===== src/rtl/lfsr_mult_driver.sv =====
// LFSR operand generator and signature collector for the shift-add multiplier.
// Ports: clk, rst (sync, active-high); go/num_ops start a run; m_out/n_out/
// mult_start drive the multiplier, mult_busy/mult_prod return from it;
// signature, ops_done, running, done, err report run status.
module lfsr_mult_driver #(
    parameter logic [15:0] SEED     = 16'hACE1,
    parameter logic [15:0] TAPS     = 16'hB400,
    parameter int          CNT_W    = 8,
    parameter int          BUSY_TMO = 4
) (
    input  logic             clk,
    input  logic             rst,
    input  logic             go,
    input  logic [CNT_W-1:0] num_ops,
    output logic [15:0]      m_out,
    output logic [15:0]      n_out,
    output logic             mult_start,
    input  logic             mult_busy,
    input  logic [15:0]      mult_prod,
    output logic [15:0]      signature,
    output logic [CNT_W-1:0] ops_done,
    output logic             running,
    output logic             done,
    output logic             err
);

    // An all-zero seed would lock the LFSR, so it is forced to 1.
    localparam logic [15:0] SEED_NZ =
        (SEED == 16'h0000) ? 16'h0001 : SEED;
    localparam int TMO_W = $clog2(BUSY_TMO + 1);
    localparam logic [TMO_W-1:0] TMO_MAX = TMO_W'(BUSY_TMO);

    typedef enum logic [2:0] {
        IDLE,
        GEN_M,
        GEN_N,
        ISSUE,
        WAIT_HI,
        WAIT_LO,
        CAPTURE,
        DONE
    } state_t;

    state_t           state;
    state_t           state_nx;
    logic [15:0]      lfsr;
    logic [15:0]      lfsr_step;
    logic [CNT_W-1:0] num_ops_q;
    logic [CNT_W-1:0] ops_inc;
    logic [TMO_W-1:0] tmo_cnt;
    logic [TMO_W-1:0] tmo_inc;
    logic             tmo_hit;

    assign lfsr_step = lfsr[0] ? ((lfsr >> 1) ^ TAPS)
                               : (lfsr >> 1);
    assign ops_inc   = ops_done + CNT_W'(1);
    assign tmo_inc   = tmo_cnt + TMO_W'(1);
    assign tmo_hit   = (state == WAIT_HI) && !mult_busy
                    && (tmo_inc == TMO_MAX);

    always_comb begin
        state_nx   = state;
        mult_start = 1'b0;
        done       = 1'b0;
        unique case (state)
            IDLE: begin
                if (go) begin
                    state_nx = (num_ops == '0) ? DONE : GEN_M;
                end
            end
            GEN_M: state_nx = GEN_N;
            GEN_N: state_nx = ISSUE;
            ISSUE: begin
                mult_start = 1'b1;
                state_nx   = WAIT_HI;
            end
            WAIT_HI: begin
                if (mult_busy) begin
                    state_nx = WAIT_LO;
                end else if (tmo_hit) begin
                    state_nx = DONE;
                end
            end
            WAIT_LO: begin
                if (!mult_busy) begin
                    state_nx = CAPTURE;
                end
            end
            CAPTURE: begin
                state_nx = (ops_inc == num_ops_q) ? DONE : GEN_M;
            end
            DONE: begin
                done     = 1'b1;
                state_nx = IDLE;
            end
            default: state_nx = IDLE;
        endcase
    end

    always_ff @(posedge clk) begin
        if (rst) begin
            state     <= IDLE;
            lfsr      <= SEED_NZ;
            m_out     <= '0;
            n_out     <= '0;
            signature <= '0;
            ops_done  <= '0;
            num_ops_q <= '0;
            tmo_cnt   <= '0;
            running   <= 1'b0;
            err       <= 1'b0;
        end else begin
            state <= state_nx;
            unique case (state)
                IDLE: begin
                    if (go) begin
                        num_ops_q <= num_ops;
                        lfsr      <= SEED_NZ;
                        signature <= '0;
                        ops_done  <= '0;
                        err       <= 1'b0;
                        running   <= 1'b1;
                    end
                end
                GEN_M: begin
                    lfsr  <= lfsr_step;
                    m_out <= lfsr_step;
                end
                GEN_N: begin
                    lfsr  <= lfsr_step;
                    n_out <= lfsr_step;
                end
                ISSUE: tmo_cnt <= '0;
                WAIT_HI: begin
                    if (!mult_busy) begin
                        tmo_cnt <= tmo_inc;
                    end
                    if (tmo_hit) begin
                        err <= 1'b1;
                    end
                end
                CAPTURE: begin
                    // Rotate-left then fold in the product (MISR style).
                    signature <= {signature[14:0], signature[15]}
                               ^ mult_prod;
                    ops_done  <= ops_inc;
                end
                DONE: running <= 1'b0;
                default: ;
            endcase
        end
    end

endmodule

===== config.mk =====
export PLATFORM = sky130hd
export DESIGN_NAME = lfsr_mult_driver
export DESIGN_NICKNAME = d
export VERILOG_FILES = /design/src/rtl/lfsr_mult_driver.sv
export SDC_FILE = /design/constraint.sdc
export NUM_CORES = 1
export LEC_CHECK = 0
export BUFFER_PORTS_ARGS = -buffer_cell sky130_fd_sc_hd__clkbuf_2
export CAP_MARGIN = 15
export CORE_MARGIN = 2
export CORE_UTILIZATION = 58
export DETAILED_ROUTE_END_ITERATION = 8
export PLACE_DENSITY = 0.84
export REMOVE_ABC_BUFFERS = 1
export SLEW_MARGIN = 0
export SYNTH_ARGS = -nofsm -noshare
export SYNTH_HDL_FRONTEND = slang
export SYNTH_SLANG_ARGS = --single-unit

===== constraint.sdc =====
create_clock -name clk -period 4.6 [get_ports clk]
set_clock_uncertainty 0.1 [all_clocks]
set_input_delay 0.23 -clock clk [delete_from_list [all_inputs] [get_ports clk]]
set_output_delay 0.23 -clock clk [all_outputs]
set_load 0.1 [all_outputs]

# --- Word level (Yosys, flattened, before mapping) ---
# Index checks and enable logic that the tools add are counted.
word_totals:
  ff_bits: 88
  input_bits: 28
  out_inout_bits: 60
  wordCells: 69
classes:
  addsub: 2
  eq_ne: 14
  muxes: 23
  bitwise_logic: 2
  n_reduce_logical: 18
ops:
  columns: ["op", "n"]
  rows:
  - ["$pmux W16 S2", 2]
  - ["$mux W16", 3]
  - ["$pmux W3 S8", 1]
  - ["$mux W3", 7]
  - ["$pmux W8 S2", 1]
  - ["$xor A16 B16 Y16", 1]
  - ["$eq A3 B3 Y1 const B", 5]
  - ["$reduce_and A2 Y1", 5]
  - ["$reduce_bool A2 Y1", 5]
  - ["$add A8 B1 Y8 const B", 1]
  - ["$eq A8 B8 Y1", 1]
  - ["$logic_not A8 Y1", 1]
  - ["$mux W8", 1]
  - ["$ne A2 B2 Y1 const B", 4]
  - ["$eq A3 B2 Y1 const B", 2]
  - ["$pmux W3 S2", 1]
  - ["$reduce_and A3 Y1", 2]
  - ["$mux W1", 5]
  - ["$not A3 Y4", 1]
  - ["$pmux W1 S2", 2]
  - ["$add A3 B1 Y3 const B", 1]
  - ["$eq A3 B1 Y1 const B", 1]
  - ["$logic_not A3 Y1", 1]
  - ["$ne A3 B3 Y1 const B", 1]
  - ["3 further kinds", 4]

# --- Longest topological paths before layout ---
# Gate-level depths: netlist of the first run.
logic_depth:
  ltp_word: 6
  mapped_depth: 7
  ltp_nobuf: 6

# --- Worst setup path before layout of the first run ---
# No wires, ideal clock.
synth_timing:
  path_type: "register to register"
  start: "register ops_done[1]"
  end: "register state[1]"
  setup_ns: 0.079
  arrival_ns: 2.452
  required_time_ns: 4.421
  slack_ns: 1.968
  path_stages_with_launch: 7
  path_buffers: 0
  period_less_slack_ns: 2.632
  cell_sequence: "dfxtp_1 -> ha_1 -> xor2_1 -> or3_1 -> nor4_2 -> o2111ai_1 -> a211oi_2"
synth_via:
  elab_chain_len: 4
synth_rtl:
  columns: ["element", "line", "source"]
  rows:
  - ["start, declared", "21", "output logic [CNT_W-1:0] ops_done,"]
  - ["start signal, assigned", "146", "ops_done <= ops_inc;"]
  - ["$add A8 B1 Y8", "56", "assign ops_inc = ops_done + CNT_W'(1);"]
  - ["$eq A8 B8 Y1", "90", "state_nx = (ops_inc == num_ops_q) ? DONE : GEN_M;"]
  - ["$mux W3", "90", null]
  - ["$pmux W3 S8", "65", "unique case (state)"]
  - ["end signal, assigned", "113", "state <= state_nx;"]
  - ["end, declared", "44", "state_t state;"]
# No other way between the ends.
# A chain may end at the register's enable or synchronous reset.

# --- Worst setup path after layout of the first run ---
layout_timing:
  start: "register state[1]"
  end: "register state[1]"
layout_via:
  elab_chain_len: 5
  elab_cells_between_ends: 15
  classes_between: "10 x eq/ne; 1 x mux; 4 x reduce/logical"
layout_rtl:
  columns: ["element", "line", "source"]
  rows:
  - ["$eq A3 B3 Y1", "58, 65", null]
  - ["$logic_and A1 B1 Y1", "58", "assign tmo_hit = (state == WAIT_HI) && !mult_busy"]
  - ["$logic_and A1 B1 Y1", "59", "&& (tmo_inc == TMO_MAX);"]
  - ["$ne A3 B3 Y1 (no source line)", null, null]
  - ["$reduce_and A3 Y1 (no source line)", null, null]
# Parallel ways exist; a longest one is shown, timed or not.

==> results of run 1 <==
-- cell families (layout without fill, tap and decap cells) --
kind of cell	after synthesis	in the layout	synth area share [%]
adders and majority gates	3	3	0.985
AOI/OAI and AO/OA	124	124	19.9
and+or+nand+nor	189	189	22.1
DFF	88	88	46.2
xor gates and xnor gates	26	26	5.97
buffers and inverters	43	115	4.92
-- timing repair --
item / CTS / global route
setup buffers: 0 / 0
hold buffers: 2 / 0
hold endpoints to repair: 2 / 0
setup endpoints to repair: 0 / 0
-- cell usage in the layout, fill, tap and decap left out, types with 3 or more instances in the layout --
| cell | n |
|---|---|
| dfxtp_1 | 88 |
| clkbuf_2 | 87 |
| nand2_1 | 85 |
| nor2_1 | 66 |
| a21oi_1 | 51 |
| xnor2_1 | 23 |
| a31oi_1 | 21 |
| o21ai_0 | 9 |
| clkbuf_8 | 9 |
| a22oi_1 | 8 |
| o22ai_1 | 7 |
| a211oi_1 | 7 |
| inv_1 | 6 |
| nand3_1 | 5 |
| nand2b_1 | 4 |
| o21ai_1 | 4 |
| nand4_1 | 4 |
| a221oi_1 | 3 |
| and2_1 | 3 |
| xor2_1 | 3 |
| nor3b_1 | 3 |
| or3_1 | 3 |
| ha_1 | 3 |
| clkinv_4 | 3 |
| buf_4 | 3 |
-- layout make-up --
| cell class | count | share of cell area [%] |
|---|---|---|
| timing repair buffer | 92 | 10.8 |
| clock buffer | 9 | 2.79 |
| multi-input combinational | 342 | 42.1 |
| tap | 77 | 2.17 |
| clock inverter | 7 | 1.78 |
| inverter | 7 | 0.593 |
| sequential | 88 | 39.7 |
-- per-stage QoR --
| stage | worst slack [ps] | utilization, % | power, uW | area [um^2] |
|---|---|---|---|---|
| CTS | 1950 | 69.8 | 1760 | 4430 |
| global placement | 2120 | 66.3 | 1220 | 4210 |
| detailed placement | 1970 | 66.3 | 1230 | 4210 |
| global route | 1730 | 69.8 | 1830 | 4430 |
| finish | 1920 | 69.8 | 1750 | 4430 |
| floorplan | 1930 | - | 1140 | 3650 |
-- registers in the layout (all words and copies together), names as in the netlist --
| name | count |
|---|---|
| ops_done | 8 |
| m_out | 16 |
| tmo_cnt | 3 |
| running | 1 |
| n_out | 16 |
| state | 3 |
| num_ops_q | 8 |
| lfsr | 16 |
| err | 1 |
| signature | 16 |
-- worst reg2reg max path: stages, from the launching register on --
cell	delay [ps]
dfxtp_1	760
nand3b_4	540
or3_1	530
nor4_2	220
o2111ai_1	230
a211oi_2	230
-- routing by layer --
| metal | vias up | global-route usage (%) | part of all wire [%] |
|---|---|---|---|
| li1 | 1769 | - | - |
| met1 | 1653 | 33.1 | 46 |
| met2 | 114 | 37.1 | 47 |
| met3 | 13 | 4.28 | 5.6 |
| met4 | 0 | 12.6 | 1.7 |
| met5 | - | 0 | 0 |
-- worst max path at each step --
stage / from / endpoint / slack [ps] / depth (start not counted)
after CTS: state[1]$_SDFFE_PP0P_ / state[1]$_SDFFE_PP0P_ / 1950 / 5
after floorplan: ops_done[0]$_SDFFE_PP0P_ / state[1]$_SDFFE_PP0P_ / 1930 / 6
final: state[1]$_SDFFE_PP0P_ / state[1]$_SDFFE_PP0P_ / 1920 / 5
after global placement: state[1]$_SDFFE_PP0P_ / state[1]$_SDFFE_PP0P_ / 2120 / 5
after detailed placement: state[1]$_SDFFE_PP0P_ / state[1]$_SDFFE_PP0P_ / 1970 / 5
after global routing: state[1]$_SDFFE_PP0P_ / state[1]$_SDFFE_PP0P_ / 1730 / 5
-- power groups by stage --
stage	logic, uW	clock network (uW)	registers (uW)
after CTS	370	547	845
after global routing	396	584	853
after detailed placement	367	0	863
final	370	536	846
after global placement	361	0	861
after floorplan	134	0	1000
==> impl_metrics.env, run 1 <==
export IMPL_yosysSeqAreaShare_pct=46.2
export IMPL_multi_input_area_mm2=0.00187
export IMPL_clock_latency_ps=350
export IMPL_slew_viol_final=0
export IMPL_p_per_area_mw_per_mm2=395
export IMPL_tritoncts="yes"
export IMPL_via_per_inst=5.71
export IMPL_synth_seq_cells=88
export IMPL_synthArstFlopShare_pct=0
export IMPL_antenna_found_initial=0
export IMPL_grt_pass1_wl_mm=14.4
export IMPL_startpoint_type="flop"
export IMPL_fin_crit_sh_pct=58.3
export IMPL_p_sw_share_pct=34.5
export IMPL_cts_resized=0
export IMPL_rr_worst_depth=5
export IMPL_drtIter0Drc=184
export IMPL_antennaDiodeCount=0
export IMPL_hp_class="in -> reg"
export IMPL_slowest_delay_ps=760
export IMPL_yosys_warnings=0
export IMPL_path_cells="nand3b_4 > or3_1 > nor4_2 > o2111ai_1 > a211oi_2"
export IMPL_drive_above_1_share_pct=20.4
export IMPL_setup_viol=0
export IMPL_cts_buffer_depth=2
export IMPL_crit_required_ps=4770
export IMPL_routedWlPerCell_um=14.0
export IMPL_layout_nets=571
export IMPL_cts_buffers=9
export IMPL_period_minus_slack_ps=2680
export IMPL_p_switching_uw=605
export IMPL_power_frac_clock_pct=30.6
export IMPL_end_kind="flop"
export IMPL_dpl_hpwl_mm=5.76
export IMPL_power_leakage_uw=0.00180
export IMPL_reg2reg_from="state[1]$_SDFFE_PP0P_"
export IMPL_antenna_left=0
export IMPL_clkTransAtPathRegs_ps=90
export IMPL_drc=0
export IMPL_path_delay_family="simple AND/OR/NAND/NOR gates"
export IMPL_crit_fanout=49
export IMPL_grt_ovfl_total=0
export IMPL_syn_area_per_cell_um2=8.06
export IMPL_netlist_top_cells_area="dfxtp_1 46%, nand2_1 8.4%, a21oi_1 6.7%"
export IMPL_syn2layout_area_growth_pct=16.3
export IMPL_holdPathStages=3
export IMPL_die_w_um=85.1
export IMPL_tns_ps=0
export IMPL_min_from="num_ops[5]"
export IMPL_synth_edff_count=0
export IMPL_fin_cells=622
export IMPL_holdWs_ps=17.4
export IMPL_seqPwrFrac_pct=48.3
export IMPL_peakVddDrop_mv=0.351
export IMPL_synth_top_area_share_pct=46.2
export IMPL_ys_types=49
export IMPL_io_buffers=87
export IMPL_finalHoldViolations=0
export IMPL_outcome="finished, final reports clean"
export IMPL_nFillCells=520
export IMPL_holdPathEnd="num_ops_q[5]$_SDFFE_PP0P_"
export IMPL_cts_root_buf="clkbuf_8"
export IMPL_synth_commonest_cells="88 x dfxtp_1, 85 x nand2_1, 66 x nor2_1, 51 x a21oi_1, 23 x xnor2_1"
export IMPL_dp_cells=604
export IMPL_rows=29
export IMPL_rsz0062_at_grt="false"
export IMPL_track_usage_pct=24.3
export IMPL_path_class="reg -> reg"
export IMPL_synthCells=473
export IMPL_pin_count=88
export IMPL_cts_max_level=3
export IMPL_intPower_uw=1150
export IMPL_core_area_mm2=0.00635
export IMPL_die_area_mm2=0.00724
export IMPL_yosysMostFrequentCell="dfxtp_1"
export IMPL_die_height_um=85.1
export IMPL_synth_area_mm2=0.00381
export IMPL_arrival_ps=2860
export IMPL_drt_pass1_iterations=4
export IMPL_grt_pass1_vias=3142
export IMPL_start_util_pct=60.0
export IMPL_synth_largest_area_cell="dfxtp_1"
export IMPL_cp_slowest_cell="dfxtp_1"
export IMPL_via_count=3549
export IMPL_fmax_ghz=0.373
export IMPL_clock_sinks=88
export IMPL_worst_path_buf_inv=0
export IMPL_seq_area_mm2=0.00176
export IMPL_worst_pin_slew_ps=988
export IMPL_grt_max_degree=80
export IMPL_max_cap_viol_count=0
export IMPL_combinationalPowerShare_pct=21.1
export IMPL_r2r_slack_ps=1920
export IMPL_r2r_end="state[1]$_SDFFE_PP0P_"
export IMPL_synth_ff_type="dfxtp_1"
export IMPL_routed_wl_mm=8.69
export IMPL_place_gp_congestion=0.837
export IMPL_slew_headroom_pct=33.6
Note: power is estimated with default switching activity, not from simulation.
==> run 2: changes to the inputs <==
- CORE_UTILIZATION: 58 -> 48
- PLACE_DENSITY: 0.84 -> 0.74
- clock period: 4.6 -> 2.2 ns (I/O delays scaled with it)
==> run 2 against run 1 <==
Effect of this change:
- hold slack got worse by 2.3 ps
- combinational power rose by 120%
- highest routed layer unchanged
- utilization decreased by 9.5 points
- via count rose by 2.4%
- design area rose by 5.1%
- die area is 20% higher
==> impl_metrics.env, run 2 (synthesis gave the netlist of run 1 again) <==
export IMPL_final_cell_mix="87 x dfxtp_1, 86 x clkbuf_2, 85 x nand2_1, 66 x nor2_1, 51 x a21oi_1"
export IMPL_p_per_area_mw_per_mm2=805
export IMPL_place_gp_congestion=0.846
export IMPL_grt_pass1_wl_mm=15.2
export IMPL_peakVddDrop_mv=0.589
export IMPL_worst_pin_slew_ps=638
export IMPL_rows=32
export IMPL_track_usage_pct=21.8
export IMPL_drc=0
export IMPL_die_area_mm2=0.00867
export IMPL_antenna_left=0
export IMPL_pre_cts_ws_ps=153
export IMPL_cp_slowest_cell="dfxtp_1"
export IMPL_hp_class="in -> reg"
export IMPL_period_minus_slack_ps=1990
export IMPL_core_area_mm2=0.00773
export IMPL_slew_viol_final=0
export IMPL_post_route_worst_setup_slack_ps=213
export IMPL_pin_count=88
export IMPL_drt_pass1_iterations=5
export IMPL_syn2layout_area_growth_pct=22.2
export IMPL_grt_max_degree=49
export IMPL_path_delay_family="buffers and inverters"
export IMPL_finalHoldViolations=0
export IMPL_layout_nets=592
export IMPL_seq_area_mm2=0.00176
export IMPL_antenna_found_initial=0
export IMPL_tritoncts="yes"
export IMPL_fmax_ghz=0.503
export IMPL_clock_sinks=88
export IMPL_grt_ovfl_total=0
export IMPL_via_per_inst=5.44
export IMPL_cts_root_buf="clkbuf_8"
export IMPL_start_util_pct=49.3
export IMPL_cts_buffer_depth=2
export IMPL_antennaDiodeCount=0
export IMPL_post_cts_buffers=0
export IMPL_setup_viol=0
export IMPL_total_power_uw=3750
export IMPL_grt_pass1_vias=3300
export IMPL_end_kind="output pin"
export IMPL_clock_latency_ps=360
export IMPL_clkTransAtPathRegs_ps=90
export IMPL_outcome="finished, final reports clean"
export IMPL_crit_required_ps=1990
export IMPL_nFillCells=705
export IMPL_routed_wl_mm=9.12
export IMPL_via_count=3633
export IMPL_worst_path_buf_inv=3
export IMPL_startpoint_type="flop"
export IMPL_tns_ps=0
export IMPL_multi_input_area_mm2=0.00188
export IMPL_max_cap_viol_count=0
export IMPL_drtIter0Drc=90
export IMPL_die_height_um=93.1
export IMPL_slew_headroom_pct=57.2
export IMPL_io_buffers=87
export IMPL_slowest_delay_ps=550
export IMPL_cts_max_level=3
export IMPL_fin_crit_sh_pct=90.3
export IMPL_path_cells="buf_4 > nand3_1 > inv_1 > clkbuf_2"
export IMPL_drive_above_1_share_pct=22.4
export IMPL_die_w_um=93.1
export IMPL_cts_buffers=9
export IMPL_path_class="reg -> out"
export IMPL_power_leakage_uw=0.00189
export IMPL_routedWlPerCell_um=13.7
export IMPL_dpl_hpwl_mm=6.20
export IMPL_rsz0062_at_grt="false"
export IMPL_final_common_cell="dfxtp_1"
export IMPL_crit_fanout=10
export IMPL_arrival_ps=1780
==> run 2: layout make-up <==
class                   instances  area share (%)
clock buffers                   9            2.66
clock inverters                 7            1.80
repair buffers                113            14.1
inverters                       7           0.564
well taps                     102            2.74
flip-flops and latches         88            37.8
multi-input cells             342            40.3
==> run 2: what timing repair did <==
item,in CTS,in global routing
hold buffers,10,0
endpoints found under the hold margin,11,0
setup endpoints to repair,0,4
resized for setup,0,3
==> run 2: metrics by stage <==
step	hold WS, ps	utilization [%]	area, um^2	std cells
floorplan	74.6	-	3650	437
global placement	246	56.2	4340	642
detailed placement	243	56.2	4340	642
CTS	2.04	60.2	4650	668
global route	24.9	60.3	4660	668
finish	15.0	60.3	4660	668
==> run 2: worst paths after layout <==
path / from / endpoint / slack (ps) / cells after the start
worst max register to register: ops_done[1]$_SDFFE_PP0P_ / state[1]$_SDFFE_PP0P_ / 230 / 6
worst min-delay path: mult_prod[2] / signature[2]$_SDFFE_PP0P_ / 20 / 5
worst min register to register: m_out[7]$_SDFFE_PP0P_ / m_out[7]$_SDFFE_PP0P_ / 360 / 2
worst max-delay path: state[2]$_SDFFE_PP0P_ / done / 210 / 4
==> run 2: power breakdown <==
part           switching (uW)  leakage (uW)  total [uW]  internal, uW
sequential               72.9      0.000715        1750          1680
combinational             611       0.00107         825           213
clock                     626      0.000103        1170           547
total                    1310       0.00189        3750          2440
==> run 2: tightest hold or removal path, delay by kind of cell <==
family | cells | cell delay, ps
AOI/OAI and AO/OA | 1 | 40
xor gates and xnor gates | 1 | 60
buffers and inverters | 1 | 90
and+or+nand+nor | 2 | 150
==> run 2: layer usage <==
metal	vias up	track usage, %	share of wire [%]
li1	1806	-	-
met1	1714	28.3	46
met2	102	35.9	48
met3	11	5.16	5.3
met4	0	7.11	1.3
met5	-	0	0
